File: src/rtl/instr_fetch.sv
// instr_fetch: fetch stage of the 32-bit core.
// Owns the PC and issues word reads to instruction memory over a req/valid
// handshake. Each fetched word is held in an instruction register that
// drives the decoder. The decoder's stall, halt and redirect results stop,
// hold or retarget the fetch.
//
// Ports:
//   clk, rst_n        clock (rising edge), asynchronous active-low reset
//   imem_req/addr     read request (held until imem_valid), word address
//   imem_rdata/valid  read data and completion strobe
//   stall             decoder not ready; holds the current instruction
//   halt              held instruction is HALT (sampled at accept)
//   redirect_valid/pc taken branch / PC write and its target
//   instr/instr_valid/instr_pc  instruction register, live flag, its address
//   halted            fetch permanently stopped until reset
//   fetch_count       accepted-instruction counter
//
// Optional feature: define FETCH_COUNT_EN to build the fetch_count counter;
// without it fetch_count is tied to zero.
module instr_fetch #(
    parameter int unsigned         ADDR_W   = 16,
    parameter logic [ADDR_W-1:0]   RESET_PC = '0,
    parameter int unsigned         PC_STEP  = 1
) (
    input  logic              clk,
    input  logic              rst_n,
    output logic              imem_req,
    output logic [ADDR_W-1:0] imem_addr,
    input  logic [31:0]       imem_rdata,
    input  logic              imem_valid,
    input  logic              stall,
    input  logic              halt,
    input  logic              redirect_valid,
    input  logic [ADDR_W-1:0] redirect_pc,
    output logic [31:0]       instr,
    output logic              instr_valid,
    output logic [ADDR_W-1:0] instr_pc,
    output logic              halted,
    output logic [31:0]       fetch_count
);

    localparam logic [ADDR_W-1:0] STEP = ADDR_W'(PC_STEP);

    typedef enum logic [1:0] {
        REQ_START,
        REQ,
        HOLD,
        HALTED
    } stateT;

    stateT             state, stateNext;
    logic [ADDR_W-1:0] pc, pcNext;
    logic              reqQ, reqNext;
    logic [ADDR_W-1:0] addrQ, addrNext;
    logic [31:0]       instrQ, instrNext;
    logic              validQ, validNext;
    logic [ADDR_W-1:0] instrPcQ, instrPcNext;
    logic              haltedQ, haltedNext;
    // Set when a redirect arrives while a read is still outstanding; the
    // eventual response is then stale and must be dropped.
    logic              squash, squashNext;

    always_ff @(posedge clk or negedge rst_n) begin
        if (!rst_n) begin
            state    <= REQ_START;
            pc       <= RESET_PC;
            reqQ     <= 1'b0;
            addrQ    <= RESET_PC;
            instrQ   <= '0;
            validQ   <= 1'b0;
            instrPcQ <= RESET_PC;
            haltedQ  <= 1'b0;
            squash   <= 1'b0;
        end else begin
            state    <= stateNext;
            pc       <= pcNext;
            reqQ     <= reqNext;
            addrQ    <= addrNext;
            instrQ   <= instrNext;
            validQ   <= validNext;
            instrPcQ <= instrPcNext;
            haltedQ  <= haltedNext;
            squash   <= squashNext;
        end
    end

    always_comb begin
        stateNext   = state;
        pcNext      = pc;
        reqNext     = reqQ;
        addrNext    = addrQ;
        instrNext   = instrQ;
        validNext   = validQ;
        instrPcNext = instrPcQ;
        haltedNext  = haltedQ;
        squashNext  = squash;

        case (state)
            REQ_START: begin
                stateNext = REQ;
                reqNext   = 1'b1;
                addrNext  = pc;
            end
            REQ: begin
                if (imem_valid) begin
                    if (squash || redirect_valid) begin
                        // Stale response: drop it and re-issue at the target.
                        squashNext = 1'b0;
                        if (redirect_valid) begin
                            pcNext   = redirect_pc;
                            addrNext = redirect_pc;
                        end else begin
                            addrNext = pc;
                        end
                    end else begin
                        instrNext   = imem_rdata;
                        instrPcNext = addrQ;
                        validNext   = 1'b1;
                        reqNext     = 1'b0;
                        pcNext      = addrQ + STEP;
                        stateNext   = HOLD;
                    end
                end else if (redirect_valid) begin
                    // Address must stay stable while the read is pending.
                    squashNext = 1'b1;
                    pcNext     = redirect_pc;
                end
            end
            HOLD: begin
                if (!stall) begin
                    validNext = 1'b0;
                    if (halt) begin
                        haltedNext = 1'b1;
                        stateNext  = HALTED;
                    end else if (redirect_valid) begin
                        pcNext    = redirect_pc;
                        reqNext   = 1'b1;
                        addrNext  = redirect_pc;
                        stateNext = REQ;
                    end else begin
                        reqNext   = 1'b1;
                        addrNext  = pc;
                        stateNext = REQ;
                    end
                end
            end
            HALTED: begin
                reqNext    = 1'b0;
                validNext  = 1'b0;
                haltedNext = 1'b1;
            end
            default: stateNext = REQ_START;
        endcase
    end

    assign imem_req    = reqQ;
    assign imem_addr   = addrQ;
    assign instr       = instrQ;
    assign instr_valid = validQ;
    assign instr_pc    = instrPcQ;
    assign halted      = haltedQ;

`ifdef FETCH_COUNT_EN
    logic        accept;
    logic [31:0] countQ;

    assign accept = (state == HOLD) && !stall;

    always_ff @(posedge clk or negedge rst_n) begin
        if (!rst_n) begin
            countQ <= '0;
        end else if (accept) begin
            countQ <= countQ + 32'd1;
        end
    end

    assign fetch_count = countQ;
`else
    assign fetch_count = '0;
`endif

endmodule

File: config.mk
export PLATFORM = sky130hd
export DESIGN_NAME = instr_fetch
export DESIGN_NICKNAME = d
export VERILOG_FILES = /design/src/rtl/instr_fetch.sv
export SDC_FILE = /design/constraint.sdc
export NUM_CORES = 1
export LEC_CHECK = 0
export BUFFER_PORTS_ARGS = -buffer_cell sky130_fd_sc_hd__buf_2
export CAP_MARGIN = 15
export CORE_MARGIN = 4
export CORE_UTILIZATION = 54
export DETAILED_ROUTE_END_ITERATION = 12
export PLACE_DENSITY = 0.86
export SLEW_MARGIN = 20
export SYNTH_ARGS = -nofsm -noshare
export SYNTH_HDL_FRONTEND = slang
export SYNTH_SLANG_ARGS = --single-unit
File: constraint.sdc
create_clock -name clk -period 5.25 [get_ports clk]
set_input_delay 1.05 -clock clk [delete_from_list [all_inputs] [get_ports clk]]
set_output_delay 1.05 -clock clk [all_outputs]
set_load 0.01 [all_outputs]
---- After elaboration in Yosys (flattened, before gate mapping) ----
Cells that the tools add are included.
storage, ports and cells
  memory bits (writable) .................. 0
  input port bits ......................... 54
  latch bits .............................. 0
  flip-flop bits (word level) ............. 86
  ROM bits ................................ 0
  word-level logic and storage cells ...... 65
  memories kept ........................... 0
cells by class
  eq/ne operators ......................... 10
  $mul .................................... 0
  divide/modulo/power cells ............... 0
  bitwise gates (word level) .............. 1
  order comparisons ....................... 0
  add/subtract/negate cells ............... 1
  reduce and logical (&&, ||, !) cells .... 15
  shifts and indexed selects .............. 0
  multiplexer cells ....................... 29
operators with widths
  operator                                               number
  two-way mux 16 bit                                     7
  one-hot mux 16 bit (3 select lines)                    1
  one-hot mux 16 bit (2 select lines)                    1
  adder 16 x 1 -> 16 bit, second input constant          1
  two-way mux 1 bit                                      12
  inequality test 2 bit, second input constant           6
  AND reduction 3 bit                                    4
  AND reduction 4 bit                                    3
  two-way mux 2 bit                                      4
  one-hot mux 2 bit (3 select lines)                     1
  nonzero test 2 bit                                     3
  nonzero test 3 bit                                     2
  AND reduction 5 bit                                    1
  == test 2 bit, second input constant                   2
  one-hot mux 1 bit (4 select lines)                     1
  one-hot mux 1 bit (3 select lines)                     1
  == test 2 x 1 -> 1 bit, second input constant          1
  zero test 2 bit                                        1
  inequality test 2 x 1 -> 1 bit, second input constant  1
  one-hot mux 1 bit (2 select lines)                     1
  logical OR 1 bit                                       1
  inverter 1 bit                                         1

---- Depth between registers and ports, before layout ----
Gate-level depths: netlist (run 1).
  depth after elaboration ................. 4
  depth in mapped cells ................... 8
  depth with buffers taken out ............ 6

---- Least setup slack after synthesis (run 1) ----
No wires, ideal clock.
  path kind ............................... input to register
  start ................................... input port redirect_valid
  end ..................................... register instrQ[0] (netlist: instr[0])
  arrival ................................. 2047 ps
  path buffers ............................ 3
  cell stages on the path ................. 6
  setup time .............................. 125 ps
  path slack .............................. 3078 ps
  required time ........................... 5125 ps
  cells stage by stage .................... nor3b_2 and2_4 buf_6 buf_8 buf_12 mux2_4
on the way
  cells in the longest elaborated chain, start to end .. 3
RTL lines
  element                               line  source
  start, declared                       33    input logic redirect_valid,
  logical OR 1 bit                      106   if (squash || redirect_valid) begin
  inverter 1 bit (no source line)       --
  AND reduction 3 bit (no source line)  --
  end signal, assigned                  79    instrQ <= instrNext;
  end, declared                         55    logic [31:0] instrQ, instrNext;
Every way passes these cells.
A chain may end at the register's enable or synchronous reset.

---- Worst setup path after layout (run 1) ----
  start ................................... input port redirect_valid
  end ..................................... register addrQ[15] (netlist: imem_addr[15])
on the way
  cells in the longest elaborated chain, start to end .. 4
RTL lines
  element                                       line      source
  two-way mux 16 bit                            --
  two-way mux 16 bit, on equally long branches  --
  two-way mux 16 bit, on equally long branches  130, 105
  one-hot mux 16 bit (3 select lines)           98        case (state)
  end signal, assigned                          78        addrQ <= addrNext;
  end, declared                                 54        logic [ADDR_W-1:0] addrQ, addrNext;
Several ways; a longest one is shown, not always the timed one. The select of a mux whose other input is x is not followed.

==> flow_metrics.py, run 1 <==
metrics = {
    "status": {
        "status": "completed",
    },
    "clock_network": {
        "path_clk_slew_ns": 0.09,
        "clockBufferDepth": 2,
        "clock_insertion_delay_worst_skew_ns": 0.35,
        "root_buffer": "clkbuf_8",
        "post_cts_buffers": 0,
        "postCtsHoldBufs": 0,
        "tritoncts": "done",
        "cts_resized": 0,
        "cts.sinks": 86,
        "numCtsBuffers": 9,
        "h-tree-depth": 3,
    },
    "power_and_ir_drop": {
        "cellLeakagePower_nw": 2.32,
        "p_total_mw": 3.22,
        "cellPowerDensity_nw_per_um2": 649,
        "vdd_drop_max_v": 0.000335,
    },
    "timing": {
        "period_needed_ns": 2.61,
        "finalSetupTns_ns": 0,
        "maxSlewViolCount": 0,
        "slew_headroom_pct": 25.4,
        "clock_skew_ns": 0.00722,
        "hold_viol": 0,
        "worst_pin_slew_ns": 1.12,
        "setup_viol": 0,
        "fmax_ghz": 0.383,
        "rsz0062_at_grt": "no",
        "min_period_over_period_pct": 49.8,
    },
    "floorplanning": {
        "ios": 153,
        "die_x_um": 96.8,
        "die_y_um": 96.8,
        "initial_utilization_pct": 55.3,
        "coreArea_um2": 7690,
        "die-area_um2": 9360,
        "rows": 32,
    },
    "layout": {
        "layout-drive-gt1-share_pct": 40.8,
        "syn2layout_area_growth_pct": 16.7,
        "n_fill_cell": 622,
        "n_antenna_cell": 0,
        "utilization_pct": 64.6,
        "layout.cells.non_filler": 575,
        "finalNetCount": 527,
    },
    "detailed_routing": {
        "routedWlPerCell_um": 16.6,
        "drc": 0,
        "wl_um": 9550,
        "first_pass_iters": 4,
        "vias": 3116,
        "vias_per_cell": 5.42,
        "drtIter0Drc": 119,
        "ant_nets": 0,
    },
    "worst_setup_path": {
        "critPathMaxFanout": 23,
        "rr_startpoint": "state[0]$_DFFE_PN0P_",
        "arrival_ns": 2.87,
        "end_kind": "flip-flop",
        "crit_type": "in -> reg",
        "start_kind": "primary input",
        "rr_worst_depth": 6,
        "required_ns": 5.50,
        "rrSetupSlack_ns": 2.94,
        "r2r_end": "pc[11]$_DFFE_PN0P_",
    },
    "yosys": {
        "synth_top_area_cell": "dfrtp_1",
        "yosys-top-cells-count": "dfrtp_1, mux2_2, buf_4, a21oi_1, nor2_1",
        "yosysWarnings": 0,
        "synth_most_common_cell": "dfrtp_1",
        "synth_cells": 360,
        "ys.flop_type": "dfrtp_1",
        "avgSynthCellArea_um2": 11.8,
        "ys_types": 43,
        "synth_edf_count": 0,
        "synth_seq_cells": 86,
        "ys_seq_area_share_pct": 50.6,
        "postSynth.asyncResetShare_pct": 100,
        "netlist_top_cells_area": "dfrtp_1, mux2_2, buf_4",
        "yosysTopAreaCellShare_pct": 50.6,
        "synth_area_um2": 4250,
    },
    "hold_path": {
        "hold_path_startpoint": "halted$_DFFE_PN0P_",
        "min_to": "halted$_DFFE_PN0P_",
        "min_path_type": "reg -> reg",
        "min_path_cells": 2,
    },
    "grt": {
        "grt_pass1_vias": 3137,
        "grt.overflow.total": 0,
        "grt_pass1_wl_um": 15700,
        "antenna_found_initial": 1,
        "grt_max_degree": 87,
        "grt_use_total_pct": 20.5,
    },
    "placement": {
        "place_congestion": 0.851,
        "io_buffers": 120,
        "placed_cells": 558,
        "hpwl_um": 6700,
    },
    "flow_run": {
        "drv_cap": 0,
    },
}
## worst max-delay path by stage
stage,startpoint,to,slack (ns),cells past startpoint
after global routing,redirect_valid,imem_addr[7]$_DFFE_PN0P_,2.53,4
after global placement,redirect_valid,imem_addr[15]$_DFFE_PN0P_,2.35,4
after CTS,redirect_valid,imem_addr[15]$_DFFE_PN0P_,2.54,5
final,redirect_valid,imem_addr[15]$_DFFE_PN0P_,2.64,4
after detailed placement,redirect_valid,imem_addr[15]$_DFFE_PN0P_,2.17,5
after floorplan,redirect_valid,instr[0]$_DFFE_PN0P_,3.08,6
## routing by layer
metal  global-route usage, %  vias to the layer above  wire length (um)
li1                        -                     1427                 -
met2                    34.1                      131              4720
met5                       0                        -                 7
met3                    5.34                       17               788
met1                    25.7                     1539              3860
met4                    8.10                        2               174
## per-stage QoR
stage	setup slack, ns	hold slack [ns]	cell area, um^2
after floorplan	3.08	0.460	4370
after global placement	2.35	0.470	4710
after detailed placement	2.17	0.484	4710
after CTS	2.54	0.503	4950
after global routing	2.53	0.522	4970
final	2.64	0.501	4970
## kinds of logic after synthesis
group	count (synthesis)	share of synthesized area, %
compound gates	67	10.1
mux	64	17.3
flops	86	50.6
xor+xnor	14	2.88
buf+inv	65	10.2
fa+ha+maj	5	1.47
simple gates	58	7.41
other cells	1	0.0882
## report_power, final
group / internal (mW) / switching [mW]
clock: 0.314 / 0.233
combinational: 0.653 / 0.715
sequential: 0.999 / 0.310
## critical path, cell delays in order
cell and delay, ns:
buf_2 0.39, nor2b_2 0.97, mux2i_1 0.20, a21oi_1 0.25
## flip-flops by register name (all words and copies together) (netlist names)
name	count
squash	1
instr_valid	1
halted	1
instr	32
pc	16
state	2
instr_pc	16
imem_addr	16
imem_req	1
## area by class of cell
type | count | area [um^2] | share of cell area (%)
well taps | 102 | 128 | 2.57
inverters | 10 | 37.5 | 0.756
flip-flops and latches | 86 | 2150 | 43.3
clock inverters | 7 | 113 | 2.27
clock buffers | 9 | 124 | 2.49
multi-input cells | 240 | 1790 | 36.1
repair buffers | 121 | 618 | 12.4
## cell usage in the layout (no fill, tap or decap), types with 10 or more instances in the layout
cell | netlist | routed
conb_1 | 1 | 32
buf_2 | 5 | 119
nor2_1 | 23 | 23
inv_1 | 10 | 10
o21ai_0 | 15 | 15
mux2i_1 | 15 | 15
a32oi_1 | 10 | 10
dfrtp_1 | 86 | 86
mux2_2 | 40 | 40
a21oi_1 | 24 | 24
(Power assumes the default switching activity.)
==> inputs of run 2 (changes only) <==
Settings changed: CORE_UTILIZATION 54 to 50, PLACE_DENSITY 0.86 to 0.8.
Clock period 5.25 ns to 2.7 ns, I/O delays scaled along.
==> flow_metrics.py, run 2 (synthesis gave the netlist of run 1 again) <==
metrics = {
    "status": {
        "status": "completed",
    },
    "worst_setup_path": {
        "end_kind": "flip-flop",
        "r2r_end": "pc[5]$_DFFE_PN0P_",
        "rr_worst_depth": 6,
        "arrival_ns": 2.49,
        "start_kind": "flip-flop",
        "crit_type": "reg -> reg",
        "rr_startpoint": "state[0]$_DFFE_PN0P_",
        "critPathMaxFanout": 15,
        "required_ns": 2.98,
        "rrSetupSlack_ns": 0.48,
    },
    "detailed_routing": {
        "wl_um": 9640,
        "vias_per_cell": 5.32,
        "met1Wirelength_um": 3950,
        "route.met3.wl_um": 1050,
        "vias": 3097,
        "ant_nets": 0,
        "highest_layer": "met4",
        "first_pass_iters": 7,
        "wl_met2_um": 4520,
        "drtIter0Drc": 243,
        "drc": 0,
        "routedWlPerCell_um": 16.6,
    },
    "power_and_ir_drop": {
        "p_sw_mw": 2.48,
        "switching_share_pct": 40.9,
        "cellPowerDensity_nw_per_um2": 1220,
        "p_int_mw": 3.59,
        "cellLeakagePower_nw": 2.32,
        "vdd_drop_max_v": 0.000626,
        "p_seq_share_pct": 41.7,
        "clock_power_share_pct": 14.3,
        "power_frac_comb_pct": 43.9,
    },
    "clock_network": {
        "clockBufferDepth": 2,
        "path_clk_slew_ns": 0.09,
        "cts_resized": 0,
        "clock_insertion_delay_worst_skew_ns": 0.36,
        "root_buffer": "clkbuf_8",
        "numCtsBuffers": 9,
        "h-tree-depth": 3,
        "post_cts_buffers": 0,
        "tritoncts": "done",
        "postCtsHoldBufs": 0,
        "cts.sinks": 86,
    },
    "timing": {
        "setup_viol": 0,
        "slew_headroom_pct": 29.4,
        "finalSetupTns_ns": 0,
        "worst_pin_slew_ns": 1.05,
        "fmax_ghz": 0.451,
        "rsz0062_at_grt": "no",
        "clock_skew_ns": 0.0132,
        "maxSlewViolCount": 0,
        "min_period_over_period_pct": 82.1,
        "period_needed_ns": 2.22,
        "hold_viol": 0,
    },
    "floorplanning": {
        "die_x_um": 100,
        "coreArea_um2": 8260,
        "die_y_um": 100,
        "initial_utilization_pct": 51.5,
        "ios": 153,
        "die-area_um2": 10000,
        "rows": 33,
    },
    "layout": {
        "layout_commonest_cell": "buf_2",
        "n_fill_cell": 679,
        "syn2layout_area_growth_pct": 16.6,
        "layout_common_cells": "buf_2, dfrtp_1, mux2_2, conb_1, a21oi_1",
        "design_area_um2": 4960,
        "finalNetCount": 531,
        "layout-drive-gt1-share_pct": 41.3,
        "multi_input_area_um2": 1790,
        "regArea_um2": 2150,
        "largest_reg_flops": 32,
        "n_antenna_cell": 0,
    },
    "grt": {
        "grt_pass1_wl_um": 15300,
        "grt_max_degree": 57,
        "grt.overflow.total": 0,
        "antenna_found_initial": 0,
        "grt_pass1_vias": 3044,
        "grt_use_total_pct": 19.5,
    },
    "hold_path": {
        "min_path_type": "in -> async",
    },
    "placement": {
        "io_buffers": 120,
        "placed_cell_area_um2": 4770,
        "place_congestion": 0.788,
        "hpwl_um": 6990,
    },
    "flow_run": {
        "drv_cap": 0,
    },
}
run 2: stage by stage:
step / hold WS, ns / util, % / instances / worst slack, ns / power [mW]
after global placement: 0.460 / 57.8 / 566 / 0.530 / 5.11
after global routing: 0.125 / 60.1 / 582 / 0.248 / 6.51
after floorplan: 0.244 / - / 391 / 0.966 / 4.30
final: 0.115 / 60.1 / 582 / 0.483 / 6.07
after CTS: 0.115 / 60.1 / 582 / 0.510 / 6.12
after detailed placement: 0.474 / 57.8 / 566 / 0.477 / 5.23
run 2: worst max path at each step:
| stage | startpoint | end | slack, ns | depth (start not counted) |
|---|---|---|---|---|
| 2_1_floorplan | state[0]$_DFFE_PN0P_ | pc[6]$_DFFE_PN0P_ | 0.97 | 8 |
| 3_3_place_gp | redirect_valid | instr[20]$_DFFE_PN0P_ | 0.53 | 5 |
| 3_5_place_dp | redirect_valid | instr[9]$_DFFE_PN0P_ | 0.48 | 5 |
| 4_1_cts | state[0]$_DFFE_PN0P_ | pc[5]$_DFFE_PN0P_ | 0.51 | 6 |
| 5_1_grt | state[0]$_DFFE_PN0P_ | pc[9]$_DFFE_PN0P_ | 0.25 | 6 |
| 6_report | state[0]$_DFFE_PN0P_ | pc[5]$_DFFE_PN0P_ | 0.48 | 6 |
run 2: worst max-delay path: stages (launching register included):
cell	delay, ns
dfrtp_1	0.43
inv_1	0.07
ha_1	0.31
o21a_1	0.18
nor2_1	0.80
a32oi_1	0.23
o21ai_1	0.12
run 2: power groups by stage:
stage / registers [mW] / clock network [mW] / logic [mW]
floorplan: 2.61 / 0 / 1.70
global placement: 2.50 / 0 / 2.60
detailed placement: 2.54 / 0 / 2.69
CTS: 2.53 / 0.886 / 2.69
global route: 2.63 / 0.946 / 2.93
finish: 2.53 / 0.870 / 2.67
run 2: layout make-up:
class	count	share of cell area [%]
Sequential cell	86	43.4
Multi-Input combinational cell	240	36.0
Timing Repair Buffer	125	13.4
Clock buffer	10	2.77
Tap cell	105	2.65
Clock inverter	6	1.01
Inverter	10	0.757
run 2: per-layer routing:
layer  GRT usage [%]  vias to the layer above
met2            30.8                      140
met3            7.71                       10
met4            6.32                        0
met1            24.6                     1510
met5               0                        -
li1                -                     1437
==> inputs of run 3 (changes only) <==
Settings changed: CORE_UTILIZATION 50 to 45, PLACE_DENSITY 0.8 to 0.76.
Clock period 2.7 ns to 1.8 ns, I/O delays scaled along.
==> flow_metrics.py, run 3 (synthesis gave the netlist of run 1 again) <==
metrics = {
    "detailed_routing": {
        "route.met3.wl_um": 909,
        "met1Wirelength_um": 4240,
        "drtIter0Drc": 146,
        "first_pass_iters": 4,
        "routedWlPerCell_um": 16.2,
        "ant_nets": 0,
        "wl_um": 10200,
        "highest_layer": "met4",
        "vias_per_cell": 5.12,
        "vias": 3239,
        "wl_met2_um": 4990,
        "drc": 0,
    },
    "placement": {
        "placed_cells": 611,
        "hpwl_um": 7340,
        "placed_cell_area_um2": 5010,
        "place_congestion": 0.826,
        "place_ws_ns": -0.181,
        "io_buffers": 120,
    },
    "worst_setup_path": {
        "r2r_end": "pc[11]$_DFFE_PN0P_",
        "crit_type": "reg -> reg",
        "critPathMaxFanout": 5,
        "start_kind": "flip-flop",
        "crit_chain": "ha_2 > buf_6 > nor4b_4 > o211ai_2 > buf_4 > a32oi_1 > o21ai_0",
        "rrSetupSlack_ns": 0.007,
        "crit_path_start": "state[1]$_DFFE_PN0P_",
        "required_ns": 2.04,
        "end_kind": "flip-flop",
        "rr_worst_depth": 7,
        "arrival_ns": 2.03,
        "rr_startpoint": "state[1]$_DFFE_PN0P_",
        "cp_slowest_stage_delay_ns": 0.41,
        "crit_buf_inv": 2,
        "cp_slowest_cell": "dfrtp_1",
        "critPathTopFamily": "compound AO/OA/AOI/OAI gates",
    },
    "hold_path": {
        "hold_path_startpoint": "imem_rdata[29]",
        "min_path_cells": 2,
        "min_to": "instr[29]$_DFFE_PN0P_",
        "min_path_type": "in -> reg",
    },
    "timing": {
        "slew_headroom_pct": 52.6,
        "rsz0062_at_grt": "yes",
        "maxSlewViolCount": 0,
        "setup_viol": 0,
        "hold_viol": 0,
        "finalSetupTns_ns": 0,
        "clock_skew_ns": 0.0153,
        "worst_pin_slew_ns": 0.711,
        "min_period_over_period_pct": 99.6,
        "setup_ws_ns": 0.00738,
        "fmax_ghz": 0.558,
        "period_needed_ns": 1.79,
    },
    "floorplanning": {
        "coreArea_um2": 9240,
        "die-area_um2": 11100,
        "ios": 153,
        "rows": 35,
        "die_x_um": 105,
        "initial_utilization_pct": 46.0,
        "die_y_um": 105,
    },
    "clock_network": {
        "path_clk_slew_ns": 0.10,
        "clock_insertion_delay_worst_skew_ns": 0.36,
        "h-tree-depth": 3,
        "clockBufferDepth": 2,
        "tritoncts": "done",
        "cts.sinks": 86,
        "root_buffer": "clkbuf_8",
        "numCtsBuffers": 9,
    },
    "power_and_ir_drop": {
        "cellLeakagePower_nw": 2.49,
        "cellPowerDensity_nw_per_um2": 1860,
        "vdd_drop_max_v": 0.000921,
    },
    "layout": {
        "layout-drive-gt1-share_pct": 45.3,
        "largest_reg_flops": 32,
        "syn2layout_area_growth_pct": 24.8,
        "layout_commonest_cell": "buf_2",
        "multi_input_area_um2": 1820,
        "layout.cells.non_filler": 633,
        "n_fill_cell": 796,
        "design_area_um2": 5310,
        "finalNetCount": 557,
        "layout_common_cells": "buf_2, dfrtp_1, mux2_2, conb_1, a21oi_1",
        "regArea_um2": 2150,
    },
    "status": {
        "status": "completed",
    },
    "grt": {
        "antenna_found_initial": 0,
        "grt_pass1_vias": 3350,
        "grt_use_total_pct": 18.7,
        "grt_max_degree": 42,
        "grt_pass1_wl_um": 16600,
        "grt.overflow.total": 0,
    },
    "flow_run": {
        "drv_cap": 0,
    },
}
run 3: cell types whose count changed in the layout (fill, tap and decap cells not counted), moves of 2 or more:
cell,before,now
clkinvlp_4,2,0
bufinv_16,0,2
ha_1,5,3
buf_6,0,3
ha_2,0,2
o21ai_0,15,11
buf_4,4,23
buf_12,2,5
o21ai_1,3,7
run 3: metal layers:
metal  vias up  GRT usage [%]
met5         -              0
met4         0           5.72
met2       148           30.6
li1       1493              -
met1      1589           23.7
met3         9           5.63
run 3: through the flow:
| step | utilization (%) | power [mW] | hold slack, ns |
|---|---|---|---|
| 2_1_floorplan | - | 6.45 | 0.0644 |
| 3_3_place_gp | 54.2 | 8.03 | 0.302 |
| 3_5_place_dp | 54.2 | 8.23 | 0.301 |
| 4_1_cts | 56.8 | 9.84 | 0.210 |
| 5_1_grt | 57.4 | 10.6 | 0.211 |
| 6_report | 57.5 | 9.88 | 0.223 |
run 3: final cells by class:
cell class                      count  share of cell area [%]
Inverter                           10                   0.707
Tap cell                          129                    3.04
Clock buffer                        9                    2.33
Clock inverter                      7                    1.93
Antenna cell                        1                  0.0471
Sequential cell                    86                    40.5
Multi-Input combinational cell    240                    34.2
Timing Repair Buffer              151                    17.2
run 3: how the worst max path moves through the flow:
stage,to,slack (ns),depth (start not counted)
after floorplan,pc[6]$_DFFE_PN0P_,0.07,8
after global placement,pc[13]$_DFFE_PN0P_,-0.12,5
after detailed placement,pc[9]$_DFFE_PN0P_,-0.18,6
after CTS,instr[10]$_DFFE_PN0P_,0.002,6
after global routing,pc[6]$_DFFE_PN0P_,-0.05,7
final,pc[11]$_DFFE_PN0P_,0.007,7
run 3: repair_timing:
action / in CTS / in global routing
hold buffers: 1 / 0
buffers inserted: 0 / 3
setup endpoints to repair: 16 / 57
pin swaps: 0 / 8
gates resized for setup: 2 / 12
gates cloned: 0 / 1
endpoints found under the hold margin: 24 / 0
run 3: where the power goes:
| group | switching (mW) | internal (mW) | leakage, nW | total [mW] |
|---|---|---|---|---|
| Clock | 0.747 | 0.802 | 0.116 | 1.55 |
| Combinational | 2.40 | 2.31 | 1.35 | 4.71 |
| Sequential | 0.710 | 2.91 | 1.03 | 3.62 |
run 3: worst register-to-register path, cell delays in order, from the launching register on:
cell	delay [ns]
dfrtp_1	0.41
ha_2	0.21
buf_6	0.13
nor4b_4	0.31
o211ai_2	0.17
buf_4	0.20
a32oi_1	0.13
o21ai_0	0.11
